## config.mk

```make
export PLATFORM = sky130hd
export DESIGN_NAME = multicycle_addsub
export DESIGN_NICKNAME = d
export VERILOG_FILES = /design/src/rtl/multicycle_addsub.sv
export SDC_FILE = /design/constraint.sdc
export NUM_CORES = 1
export LEC_CHECK = 0
export BUFFER_PORTS_ARGS = -buffer_cell sky130_fd_sc_hd__buf_2
export CAP_MARGIN = 20
export CORE_UTILIZATION = 51
export DETAILED_ROUTE_END_ITERATION = 10
export GPL_TIMING_DRIVEN = 0
export PLACE_DENSITY = 0.76
export SLEW_MARGIN = 10
export SYNTH_ARGS = -nofsm -noshare
export SYNTH_HDL_FRONTEND = slang
export SYNTH_SLANG_ARGS = --single-unit
```

## constraint.sdc

```tcl
create_clock -name clock -period 3.6 [get_ports clock]
set_clock_uncertainty 0.1 [all_clocks]
set_input_delay 0.9 -clock clock [delete_from_list [all_inputs] [get_ports clock]]
set_output_delay 0.9 -clock clock [all_outputs]
set_load 0.01 [all_outputs]
```

## src/rtl/multicycle_addsub.sv

```systemverilog
// Chunk-serial adder/subtractor: CHUNK bits per clock, N = WIDTH/CHUNK cycles per operation.
// Optional carry/borrow-in port enabled by defining ADDSUB_CARRY_IN_EN.
module multicycle_addsub #(
  parameter int WIDTH = 32,
  parameter int CHUNK = 8
) (
  input  logic             clock,
  input  logic             clear,
  input  logic             start,
  input  logic             sub,
`ifdef ADDSUB_CARRY_IN_EN
  input  logic             cin,
`endif
  input  logic [WIDTH-1:0] A,
  input  logic [WIDTH-1:0] B,
  output logic             busy,
  output logic             done,
  output logic [WIDTH-1:0] result,
  output logic             carry_out,
  output logic             overflow,
  output logic             zero
);

  localparam int N  = WIDTH / CHUNK;
  localparam int CW = (N > 1) ? $clog2(N) : 1;
  localparam logic [CW-1:0] LAST = CW'(N - 1);

  typedef enum logic [1:0] {IDLE, RUN, FIN} state_t;

  state_t            state;
  logic [WIDTH-1:0]  a_r;
  logic [WIDTH-1:0]  b_r;
  logic [WIDTH-1:0]  acc;
  logic              cy;
  logic [CW-1:0]     cnt;

  logic [CHUNK-1:0]  a_ch;
  logic [CHUNK-1:0]  b_ch;
  logic [CHUNK:0]    sum;
  logic [WIDTH-1:0]  acc_nxt;
  logic              c0;

  function automatic logic [CHUNK:0] chunk_add(input logic [CHUNK-1:0] x,
                                               input logic [CHUNK-1:0] y,
                                               input logic             c);
    return {1'b0, x} + {1'b0, y} + {{CHUNK{1'b0}}, c};
  endfunction

  // Carry into the MSB is recovered from the MSB operand bits and the MSB sum bit.
  function automatic logic ovf_flag(input logic xm, input logic ym,
                                    input logic [CHUNK:0] s);
    return (xm ^ ym ^ s[CHUNK-1]) ^ s[CHUNK];
  endfunction

  always_comb begin
    a_ch    = a_r[cnt*CHUNK +: CHUNK];
    b_ch    = b_r[cnt*CHUNK +: CHUNK];
    sum     = chunk_add(a_ch, b_ch, cy);
    acc_nxt = acc;
    acc_nxt[cnt*CHUNK +: CHUNK] = sum[CHUNK-1:0];
`ifdef ADDSUB_CARRY_IN_EN
    c0 = sub ? ~cin : cin;
`else
    c0 = sub;
`endif
  end

  always_ff @(posedge clock) begin
    if (!clear) begin
      state     <= IDLE;
      busy      <= 1'b0;
      done      <= 1'b0;
      result    <= '0;
      carry_out <= 1'b0;
      overflow  <= 1'b0;
      zero      <= 1'b0;
      a_r       <= '0;
      b_r       <= '0;
      acc       <= '0;
      cy        <= 1'b0;
      cnt       <= '0;
    end else begin
      case (state)
        IDLE, FIN: begin
          done <= 1'b0;
          if (start) begin
            a_r   <= A;
            b_r   <= sub ? ~B : B;
            cy    <= c0;
            cnt   <= '0;
            acc   <= '0;
            busy  <= 1'b1;
            state <= RUN;
          end else begin
            state <= IDLE;
          end
        end
        RUN: begin
          acc <= acc_nxt;
          cy  <= sum[CHUNK];
          cnt <= cnt + 1'b1;
          if (cnt == LAST) begin
            result    <= acc_nxt;
            carry_out <= sum[CHUNK];
            overflow  <= ovf_flag(a_ch[CHUNK-1], b_ch[CHUNK-1], sum);
            zero      <= (acc_nxt == '0);
            done      <= 1'b1;
            busy      <= 1'b0;
            state     <= FIN;
          end
        end
        default: state <= IDLE;
      endcase
    end
  end

endmodule

```

# Word-level counts from Yosys, hierarchy flattened
# Index checks and enable logic that the tools add are counted.
# op_classes
n_eq_ne,5
reduce_logical,9
muxes,16
add_sub_neg,4
n_shift,4
bitwise_logic,4
# ops
operator,n
$mux 32,2
$pmux 32 s2,1
$shiftx 32x6->8,2
$neg 5->34,1
$shift 8x34->32 const A,1
$shiftx 8x34->32,1
$bwmux 32,1
$logic_not 32->1,1
$not 32->32,1
$add 8x8->9,1
$add 9x1->9,1
$pmux 2 s2,2
$reduce_and 2->1,4
$pmux 1 s2,3
$mux 1,5
$eq 2x2->1 const B,2
$mux 2,2
$ne 2x2->1 const B,2
$reduce_and 3->1,1
$xor 1x1->1,3
$add 2x1->2 const B,1
$eq 2x1->1 const B,1
$logic_not 2->1,1
$reduce_bool 2->1,1
$reduce_or 2->1,1
# word_totals
reg_bits,138
inputBits,68

# Logic depth before layout (Yosys ltp)
# logic_depth
word_depth,6
mapped_depth,11
ltp_nobuf,9

# Least setup slack after synthesis
# OpenSTA, ideal clock, no wires.
# synth_timing
path_kind,register to register
startpoint,reg cnt[1]
endpoint,reg zero
setup_ps,96
path_stages_with_launch,12
slack_ps,-4
arrival_time_ps,3408
n_path_buf,2
cell_sequence,dfxtp_1 clkbuf_1 buf_2 mux4_2 fa_1 fa_1 a211oi_2 nor2_1 xnor2_2 a22o_1 nand4_1 o41ai_2
# synth_via
elab_chain_len,6
# synth_lines
element,line,rtl
"start, declared",35,logic [CW-1:0] cnt;
"start signal, assigned",101,cnt <= cnt + 1'b1;
"$shiftx 32x6->8, on equally long branches","56, 57",
$add 8x8->9,46,"return {1'b0, x} + {1'b0, y} + {{CHUNK{1'b0}}, c};"
$add 9x1->9,46,
$shiftx 8x34->32,60,acc_nxt[cnt*CHUNK +: CHUNK] = sum[CHUNK-1:0];
$bwmux 32,60,
$logic_not 32->1,106,zero <= (acc_nxt == '0);
"end signal, assigned",106,
"end, declared",21,output logic zero
# Parallel ways exist; a longest one is shown, timed or not.
# A chain may end at the register's enable or synchronous reset.

# Worst setup path after layout
# layout_timing
startpoint,reg cnt[0]
endpoint,reg zero
# Same word-level chain as after synthesis.

==> flow_summary.json <==
{
  "run_status": "completed",
  "io_pins": 105,
  "die_w_um": 114.8,
  "pre_cts_ws_ns": -0.4990,
  "fmax_mhz": 285.4,
  "hold_start": "result[14]",
  "crit_chain": "buf_8 -> mux4_2 -> fa_1 -> fa_2 -> a211oi_4 -> nor2_1 -> xnor2_2 -> a22o_1 -> nand4_1 -> o41ai_2",
  "avgRoutedWirePerCell_um": 17.30,
  "start_util": 0.5315,
  "die_h_um": 114.8,
  "synth_commonest_cells": "dfxtp_1, nor2_1, nand2_1",
  "routabilityCongestion": 0.9748,
  "power.density_nw_per_um2": 503.1,
  "intPower_mw": 2.899,
  "rows": 40,
  "switching_share": 0.2684,
  "seq_area_frac_synth": 0.4257,
  "clock-sinks": 138,
  "antenna_found_initial": 0,
  "first_pass_iters": 8,
  "slew_headroom": 0.5633,
  "synth_area_leaders": "dfxtp_1, nor2_1, mux4_2",
  "cts_buffer_depth": 2,
  "seq_power_share": 0.413,
  "synth_edf_count": 0,
  "cts_root_buf": "clkbuf_16",
  "pwr-share-clk": 0.427,
  "hold_ws_ns": 0.3474,
  "numCtsBuffers": 17,
  "yosysMostFrequentCell": "dfxtp_1",
  "viasPerCell": 5.651,
  "hold_viol_final": 0,
  "path_class": "reg -> reg",
  "hp-class": "reg -> reg",
  "synth_largest_area_cell": "dfxtp_1",
  "drt_iter0_drc": 485,
  "die-area_sq_um": 13180,
  "synth_cell_type_count": 58,
  "synth_cells": 756,
  "synth_top_area_frac": 0.4257,
  "postRouteAntennaNets": 0,
  "clock_latency_ns": 0.43,
  "cap_viol_max_count": 0,
  "p_sw_mw": 1.063,
  "routed.top_layer": "met4",
  "worst_pin_slew_ns": 0.6551,
  "cp_slowest_stage_delay_ns": 0.56,
  "areaGrowthSynthToFinish_pct": 21.32,
  "drc_errors": 0,
  "cp_max_fo": 10,
  "async_reset_ff_frac": 0,
  "finalSetupViolations": 0,
  "placed_cells": 1027,
  "p_leak_nw": 3.137,
  "coreArea_sq_um": 12210,
  "fin_crit_ns": 3.504,
  "slew_viol_final": 0,
  "timing.final.ws_setup_ns": 0.09571,
  "m1WireLength_um": 7911,
  "cts.htree.levels": 4,
  "worstSetupStartpoint": "cnt[0]",
  "synth_nets": 839,
  "insertedDiodeCount": 0,
  "dr_total_vias": 5984,
  "place_hpwl_um": 12940,
  "instances_no_fill": 1059,
  "reg2reg_from": "cnt[0]",
  "synth_ff_type": "dfxtp_1",
  "yosys_warnings": 0,
  "routed_wl_um": 18330,
  "grt-ovfl-total": 0,
  "path_clk_slew_ns": 0.06,
  "timing.final.crit_share": 0.9734,
  "grt_max_degree": 17,
  "ys_ff_latch": 138,
  "grt_pass1_wl_um": 28160,
  "syn-cell-area_sq_um": 6490,
  "combPwrFrac": 0.160,
  "crit_slowest_cell": "mux4_2",
  "crit_arrival_ns": 3.74,
  "start_kind": "register",
  "path_delay_family": "adder cells",
  "grtUsageTotal": 0.2870,
  "layout-drive-gt1-share": 0.2144,
  "endpoint_kind": "register",
  "utilization": 0.6448,
  "cts_tree": "done",
  "crit_required_ns": 3.83,
  "wl_met2_um": 8359,
  "crit_buf_inv": 1,
  "dr_wl_met3_um": 1241,
  "avgSynthCellArea_sq_um": 8.585,
  "rsz0062_at_grt": "no",
  "vdd_drop_max_v": 0.0004152,
  "num-nets-final": 963,
  "power_mw": 3.962,
  "portBuffers": 103,
  "grt_pass1_vias": 5432,
  "ctsHoldBuffers": 0
}
==> sequential cells by signal (all words and copies together) (netlist names) <==
signal     cells
b_r           32
carry_out      1
state          2
cy             1
acc           32
result        32
done           1
overflow       1
a_r           32
busy           1
zero           1
cnt            2
==> per-stage QoR <==
stage / area, sq um / setup TNS, ns
4_1_cts: 7821 / 0
2_1_floorplan: 6491 / 0
6_report: 7874 / 0
5_1_grt: 7874 / 0
3_3_place_gp: 7217 / -5.527
3_5_place_dp: 7217 / -5.938
==> cell usage in the layout, fill, tap and decap left out, drive strengths merged, types with 3 or more instances in the layout <==
master and instances:
ha 13, nor2b 10, a22oi 27, xnor2 35, a211oi 41, a21oi 62, o22ai 12, nor2 121
a22o 4, clkinv 4, inv 22, dfxtp 138, and2 3, nor3 29, nor4 3, buf 124
nand2b 4, mux4 16, nand2 94, o2bb2ai 7, clkbuf 61, nand3 5, o21ai 22
==> kinds of logic (layout without fill, tap and decap cells) <==
logic type	after synthesis	in the layout	share of synthesized area
buffers and inverters	80	215	0.04974
adders and majority gates	15	15	0.03123
muxes	17	17	0.05707
DFF	138	138	0.4257
xor gates and xnor gates	37	37	0.05225
and+or+nand+nor	278	278	0.1841
AOI/OAI and AO/OA	191	191	0.1999
==> power groups by stage <==
| stage | combinational, mW | clock, mW | sequential (mW) |
|---|---|---|---|
| after floorplan | 0.422 | 0 | 1.65 |
| after global placement | 0.598 | 0 | 1.66 |
| after detailed placement | 0.602 | 0 | 1.66 |
| after CTS | 0.615 | 1.70 | 1.63 |
| after global routing | 0.684 | 1.76 | 1.64 |
| final | 0.635 | 1.69 | 1.64 |
==> worst register-to-register path: stages (launching register included) <==
cell	delay (ns)
dfxtp_4	0.41
buf_8	0.19
mux4_2	0.56
fa_1	0.47
fa_2	0.41
a211oi_4	0.29
nor2_1	0.12
xnor2_2	0.23
a22o_1	0.18
nand4_1	0.11
o41ai_2	0.33
==> final timing paths <==
check,to,slack [ns],cells past startpoint
setup / recovery,zero,0.1,10
hold / removal,result[14],0.35,2
setup reg to reg,zero,0.1,10
hold reg to reg,result[14],0.35,2
==> area by class of cell <==
type | instances | area [sq um]
clock buffer | 22 | 474.2
clock inverter | 8 | 95.09
sequential | 138 | 2768
inverter | 22 | 82.58
timing repair buffer | 105 | 530.5
multi-input combinational | 538 | 3446
tap | 168 | 210.2
buffer | 58 | 267.8
fill | 1073 | 4338
==> timing repair <==
item / 4_1_cts / 5_1_grt
pin swaps: 2 / 2
buffers inserted: 1 / 1
setup endpoints to repair: 31 / 25
gates resized for setup: 9 / 11
==> layer usage <==
metal / vias up / track usage
li1: 2889 / -
met1: 2777 / 0.3673
met2: 261 / 0.4465
met3: 57 / 0.06168
met4: 0 / 0.1749
met5: - / 0
No activity file was read; power rests on OpenSTA's default activity.
